===== config.mk =====
export PLATFORM = sky130hd
export DESIGN_NAME = header_rx_ctrl
export DESIGN_NICKNAME = d
export VERILOG_FILES = /design/src/rtl/scrypt_pkg.sv /design/src/rtl/timeout_counter.sv /design/src/rtl/header_rx_ctrl.sv
export SDC_FILE = /design/constraint.sdc
export NUM_CORES = 1
export LEC_CHECK = 0
export ABC_AREA = 1
export BUFFER_PORTS_ARGS = -buffer_cell sky130_fd_sc_hd__clkbuf_2
export CELL_PAD_IN_SITES_DETAIL_PLACEMENT = 0
export CELL_PAD_IN_SITES_GLOBAL_PLACEMENT = 1
export CORE_ASPECT_RATIO = 1.4
export CORE_MARGIN = 2
export CORE_UTILIZATION = 35
export CTS_CLUSTER_DIAMETER = 150
export DETAILED_ROUTE_END_ITERATION = 6
export PLACE_DENSITY_LB_ADDON = 0.1
export SYNTH_ARGS = -nofsm -noshare
export SYNTH_HDL_FRONTEND = slang
export SYNTH_SLANG_ARGS = --single-unit

===== constraint.sdc =====
create_clock -name clk -period 1.3 [get_ports clk]
set_input_delay 0.065 -clock clk [delete_from_list [all_inputs] [get_ports clk]]
set_output_delay 0.065 -clock clk [all_outputs]
set_load 0.005 [all_outputs]

===== src/rtl/scrypt_pkg.sv =====
// Shared constants and state type for the header receive path.
// No logic of its own; imported by the receive controller and its helpers.
package scrypt_pkg;

  localparam int HEADER_BYTES = 80;
  localparam int ADDR_W       = 7;

  typedef enum logic [1:0] {
    RECV  = 2'd0,
    WRITE = 2'd1,
    FULL  = 2'd2
  } rx_state_t;

  function automatic logic is_last_byte(input logic [ADDR_W-1:0] idx);
    return idx == ADDR_W'(HEADER_BYTES - 1);
  endfunction

endpackage


===== src/rtl/timeout_counter.sv =====
// Idle-cycle counter: expired is high combinationally on the TIMEOUT_CYCLES-th enabled cycle.
// Latency: expires on the same cycle the limit is reached; no backpressure, clear dominates enable.
module timeout_counter #(
  parameter int TIMEOUT_CYCLES = 100000
) (
  input  logic clk,
  input  logic n_rst,
  input  logic clear,
  input  logic enable,
  output logic expired
);

  localparam int CW = $clog2(TIMEOUT_CYCLES + 1);

  logic [CW-1:0] count;

  assign expired = enable && !clear && (count == CW'(TIMEOUT_CYCLES - 1));

  always_ff @(posedge clk or negedge n_rst) begin
    if (!n_rst) begin
      count <= '0;
    end else if (clear) begin
      count <= '0;
    end else if (enable) begin
      // Restart after firing so a stuck enable cannot wrap the counter.
      count <= expired ? '0 : count + CW'(1);
    end
  end

endmodule


===== src/rtl/header_rx_ctrl.sv =====
// Collects 80 received bytes into the header register, one load strobe per byte.
// Latency: load one cycle after rx_valid; bytes arriving while busy or full are dropped and flag overrun.
module header_rx_ctrl
  import scrypt_pkg::*;
#(
  parameter int TIMEOUT_CYCLES = 100000
) (
  input  logic              clk,
  input  logic              n_rst,
  input  logic [7:0]        rx_data,
  input  logic              rx_valid,
  input  logic              rx_error,
  input  logic              header_ack,
  output logic [7:0]        rx_out,
  output logic [ADDR_W-1:0] address,
  output logic              load,
  output logic              header_valid,
  output logic              overrun
);

  rx_state_t         state;
  logic [ADDR_W-1:0] cnt;
  logic              idle_clear;
  logic              idle_enable;
  logic              idle_expired;

  assign address = cnt;

  // Idle time only matters while a partial header is waiting for its next byte.
  assign idle_clear  = (state != RECV) || (cnt == '0) || rx_valid;
  assign idle_enable = (state == RECV) && (cnt != '0) && !rx_valid;

  timeout_counter #(
    .TIMEOUT_CYCLES (TIMEOUT_CYCLES)
  ) u_idle (
    .clk     (clk),
    .n_rst   (n_rst),
    .clear   (idle_clear),
    .enable  (idle_enable),
    .expired (idle_expired)
  );

  always_ff @(posedge clk or negedge n_rst) begin
    if (!n_rst) begin
      state        <= RECV;
      cnt          <= '0;
      rx_out       <= 8'h00;
      load         <= 1'b0;
      header_valid <= 1'b0;
      overrun      <= 1'b0;
    end else begin
      load <= 1'b0;
      case (state)
        RECV: begin
          if (rx_error) begin
            cnt <= '0;
          end else if (rx_valid) begin
            rx_out <= rx_data;
            load   <= 1'b1;
            state  <= WRITE;
          end else if (idle_expired) begin
            cnt <= '0;
          end
        end
        WRITE: begin
          // The load for this cycle is already on the wire; an error only rewinds cnt.
          if (rx_error) begin
            cnt   <= '0;
            state <= RECV;
          end else begin
            if (rx_valid) overrun <= 1'b1;
            if (is_last_byte(cnt)) begin
              header_valid <= 1'b1;
              state        <= FULL;
            end else begin
              cnt   <= cnt + ADDR_W'(1);
              state <= RECV;
            end
          end
        end
        FULL: begin
          if (header_ack) begin
            cnt          <= '0;
            overrun      <= 1'b0;
            header_valid <= 1'b0;
            state        <= RECV;
          end
          if (rx_valid) overrun <= 1'b1;
        end
        default: state <= RECV;
      endcase
    end
  end

endmodule


==> out/metrics.json <==
{
  "run_status": "finished, violations left",
  "failed_checks": "setup timing",
  "path_cells": "ha_2, nand2_2, nor2_4, nand2_2, nor2_4, nand3_4, nand2_8, nand2_8, nand2_2, nand2_2",
  "drtAntennaViolNets": 0,
  "worstSetupPathType": "register to register",
  "finish.cell_count_without_fillers": 398,
  "critical_path.top_delay_family": "simple AND/OR/NAND/NOR gates",
  "endpoint_kind": "register",
  "num-fill-cells": 554,
  "layout_setup_ws_ns": -0.182,
  "clock_tree.buffer_depth": 2,
  "n_antenna_cell": 0,
  "cp_data_required_time_ns": 1.48,
  "layout.cells.most_common_list": "sky130_fd_sc_hd__nand2_1, sky130_fd_sc_hd__buf_4, sky130_fd_sc_hd__dfrtp_1",
  "fp.dieW_um": 67.0,
  "timing.hold.ws_ns": 0.104,
  "cts-root-buf": "sky130_fd_sc_hd__clkbuf_8",
  "layout.cells.most_common": "sky130_fd_sc_hd__nand2_1",
  "detail_placement_hpwl_um": 3300,
  "finalSetupViolCount": 19,
  "gp_congestion": 0.757,
  "clkSlewWorstSetupHoldPaths_ns": 0.08,
  "groute.layer.met1.usage_pct": 17.7,
  "yosysUniqueCellTypes": 29,
  "core_um2": 5450,
  "critPathMaxStageDelay_ns": 0.37,
  "achievable-frequency_mhz": 675,
  "layout_worst_path_cycle_share_pct": 114,
  "cap_violations": 0,
  "clock_h_tree_levels": 2,
  "grt_first_pass_wirelength_um": 7590,
  "cpMostUsedCell": "sky130_fd_sc_hd__nand2_2",
  "floorplan.io_pins": 31,
  "die_area_um2": 6180,
  "worst_path_max_delay_cell": "sky130_fd_sc_hd__dfrtp_1",
  "track_usage_pct": 16.2,
  "dpl.cell_count": 374,
  "number_of_global_route_vias_before_repair": 1714,
  "cts.sinks": 37,
  "total_number_of_vias": 1769,
  "rsz_0062_raised_after_global_routing": "true",
  "worstPathMaxFanout": 7,
  "critical_path.n_buffers_inverters": 0,
  "numCtsBuffers": 5,
  "count_of_pins_over_their_slew_limit": 0,
  "syn-mean-instance-area_um2": 8.21,
  "cellLeakagePower_nw": 1.46,
  "drt_iter0_markers": 38,
  "effective_utilization_at_floorplan_pct": 35.7,
  "drt-pass1-iter-count": 4,
  "powerDensity_nw_per_um2": 831,
  "min-delay-path-class": "input port to register",
  "startpoint_type": "register",
  "mappedNetlistNets": 253,
  "final_layout_size_suffix_gt1_share_pct": 42.7,
  "wl_per_cell_um": 11.7,
  "synthCells": 237,
  "critical_path_arrival_ns": 1.66,
  "global_route.usage.met2_pct": 29.1,
  "grt_most_used_layer": "met2",
  "rows": 32,
  "synth_seq_area_share_pct": 47.6,
  "number_of_antenna_violations_at_the_first_check_in_global_routing": 0,
  "skew_ns": 0.0120,
  "grt-ovfl-total": 0,
  "slew_headroom_pct": 85.1,
  "synthToLayoutAreaGrowth_pct": 49.3,
  "synth.cell_area_um2": 1950,
  "vias_per_cell": 4.44,
  "final_net_count": 345,
  "die_h_um": 92.2,
  "post-route-drc-count": 0,
  "synth-seq-cells": 37,
  "post-route-util_pct": 53.3,
  "ys.warnings.count": 0,
  "tritoncts": "built",
  "ir_worst_vdd_uv": 546,
  "clk-insertion-delay-late_ns": 0.29,
  "io_buffer_count": 30,
  "globalRouteMet3Util_pct": 3.31,
  "finalHoldViolCount": 0,
  "final_period_minus_worst_setup_slack_ns": 1.48,
  "grt_max_degree": 38,
  "worstMarginPinSlew_ns": 0.222,
  "drt-total-wl_um": 4660
}
-- registers in the layout, indices dropped and copies added (netlist names) --
register and cells:
address 7, header_valid 1, load 1, overrun 1, rx_out 8, state 2
u_idle.count 17
-- cell type report --
class	count	area (µm²)	area share [%]
clock buffer	6	82.6	2.84
timing repair inverter	1	16.3	0.560
inverter	29	124	4.27
clock inverter	2	13.8	0.474
sequential	37	926	31.9
timing repair buffer	85	636	21.9
multi-input combinational	170	1020	35.2
tap	68	85.1	2.93
-- kinds of logic (layout without fill, tap and decap cells) --
| kind of cell | after synthesis | in the layout | share of synthesized area [%] |
|---|---|---|---|
| and+or+nand+nor | 146 | 146 | 36.5 |
| DFF | 37 | 37 | 47.6 |
| buffers and inverters | 30 | 123 | 6.11 |
| xor gates and xnor gates | 11 | 11 | 4.95 |
| AOI/OAI and AO/OA | 10 | 10 | 2.96 |
| adders and majority gates | 3 | 3 | 1.93 |
-- path summary, 6_finish.rpt --
kind / start / slack, ns / to / depth (start not counted)
min: rx_valid / 0.10 / overrun / 3
min in group asynchronous: n_rst / 0.27 / u_idle.count[2] / 3
max in group asynchronous: n_rst / 0.83 / address[4] / 3
max reg2reg: u_idle.count[1] / -0.18 / address[5] / 10
max: u_idle.count[1] / -0.18 / address[5] / 10
min reg2reg: rx_out[4] / 0.48 / rx_out[4] / 2
-- metal layers --
| metal | up-vias | routed length, µm |
|---|---|---|
| met5 | - | 0 |
| met4 | 0 | 76 |
| met3 | 6 | 92 |
| met2 | 20 | 2670 |
| met1 | 830 | 1820 |
| li1 | 913 | - |
-- tightest hold or removal path, delay by kind of cell --
kind            cells  cell delay, ns
compound gates      1            0.08
buf+inv             2            0.21
-- Yosys cell counts --
cell	n	area share, %
sky130_fd_sc_hd__nand3_2	3	1.5
sky130_fd_sc_hd__nand2_2	6	1.9
sky130_fd_sc_hd__nand3_4	1	0.90
sky130_fd_sc_hd__nor2_1	38	7.3
sky130_fd_sc_hd__a31oi_1	1	0.32
sky130_fd_sc_hd__nor2_4	4	2.3
sky130_fd_sc_hd__nand4_2	1	0.64
sky130_fd_sc_hd__nand4_1	3	0.96
sky130_fd_sc_hd__o21ai_1	1	0.26
sky130_fd_sc_hd__dfrtp_1	37	48
sky130_fd_sc_hd__inv_2	4	0.77
sky130_fd_sc_hd__ha_1	3	1.9
sky130_fd_sc_hd__nand2_4	3	1.7
sky130_fd_sc_hd__nand3_1	11	2.8
sky130_fd_sc_hd__nor3_1	4	1.0
sky130_fd_sc_hd__a21oi_1	2	0.51
sky130_fd_sc_hd__nand2_1	65	13
sky130_fd_sc_hd__clkinv_1	1	0.19
sky130_fd_sc_hd__xnor2_1	1	0.45
sky130_fd_sc_hd__a31o_2	1	0.45
sky130_fd_sc_hd__inv_1	22	4.2
sky130_fd_sc_hd__nor3_2	2	1.0
sky130_fd_sc_hd__inv_4	2	0.64
sky130_fd_sc_hd__nor3b_1	1	0.39
sky130_fd_sc_hd__nor2_2	4	1.3
sky130_fd_sc_hd__buf_2	1	0.26
sky130_fd_sc_hd__xor2_1	10	4.5
sky130_fd_sc_hd__o21ai_0	4	1.0
sky130_fd_sc_hd__a22oi_1	1	0.39
-- power breakdown --
part	total, mW	internal [mW]	switching (mW)
Clock	0.872	0.430	0.441
Combinational	0.316	0.152	0.164
Sequential	1.22	1.20	0.0285
-- repair_timing --
action | in CTS | in global routing
gates cloned | 0 | 2
setup endpoints to repair | 29 | 33
endpoints found under the hold margin | 45 | 0
hold buffers | 9 | 0
setup buffers | 4 | 1
resized for setup | 10 | 34
pin swaps | 1 | 13
-- stage by stage --
stage	setup WS, ns	total power [mW]	cell area (µm²)	TNS, ns
after floorplan	-0.101	1.35	1950	-1.21
after global placement	-0.165	1.49	2490	-2.69
after detailed placement	-0.153	1.49	2490	-2.54
after CTS	-0.148	2.41	2740	-2.26
after global routing	-0.275	2.54	2900	-4.65
final	-0.182	2.41	2900	-2.34
(Power assumes the default switching activity.)
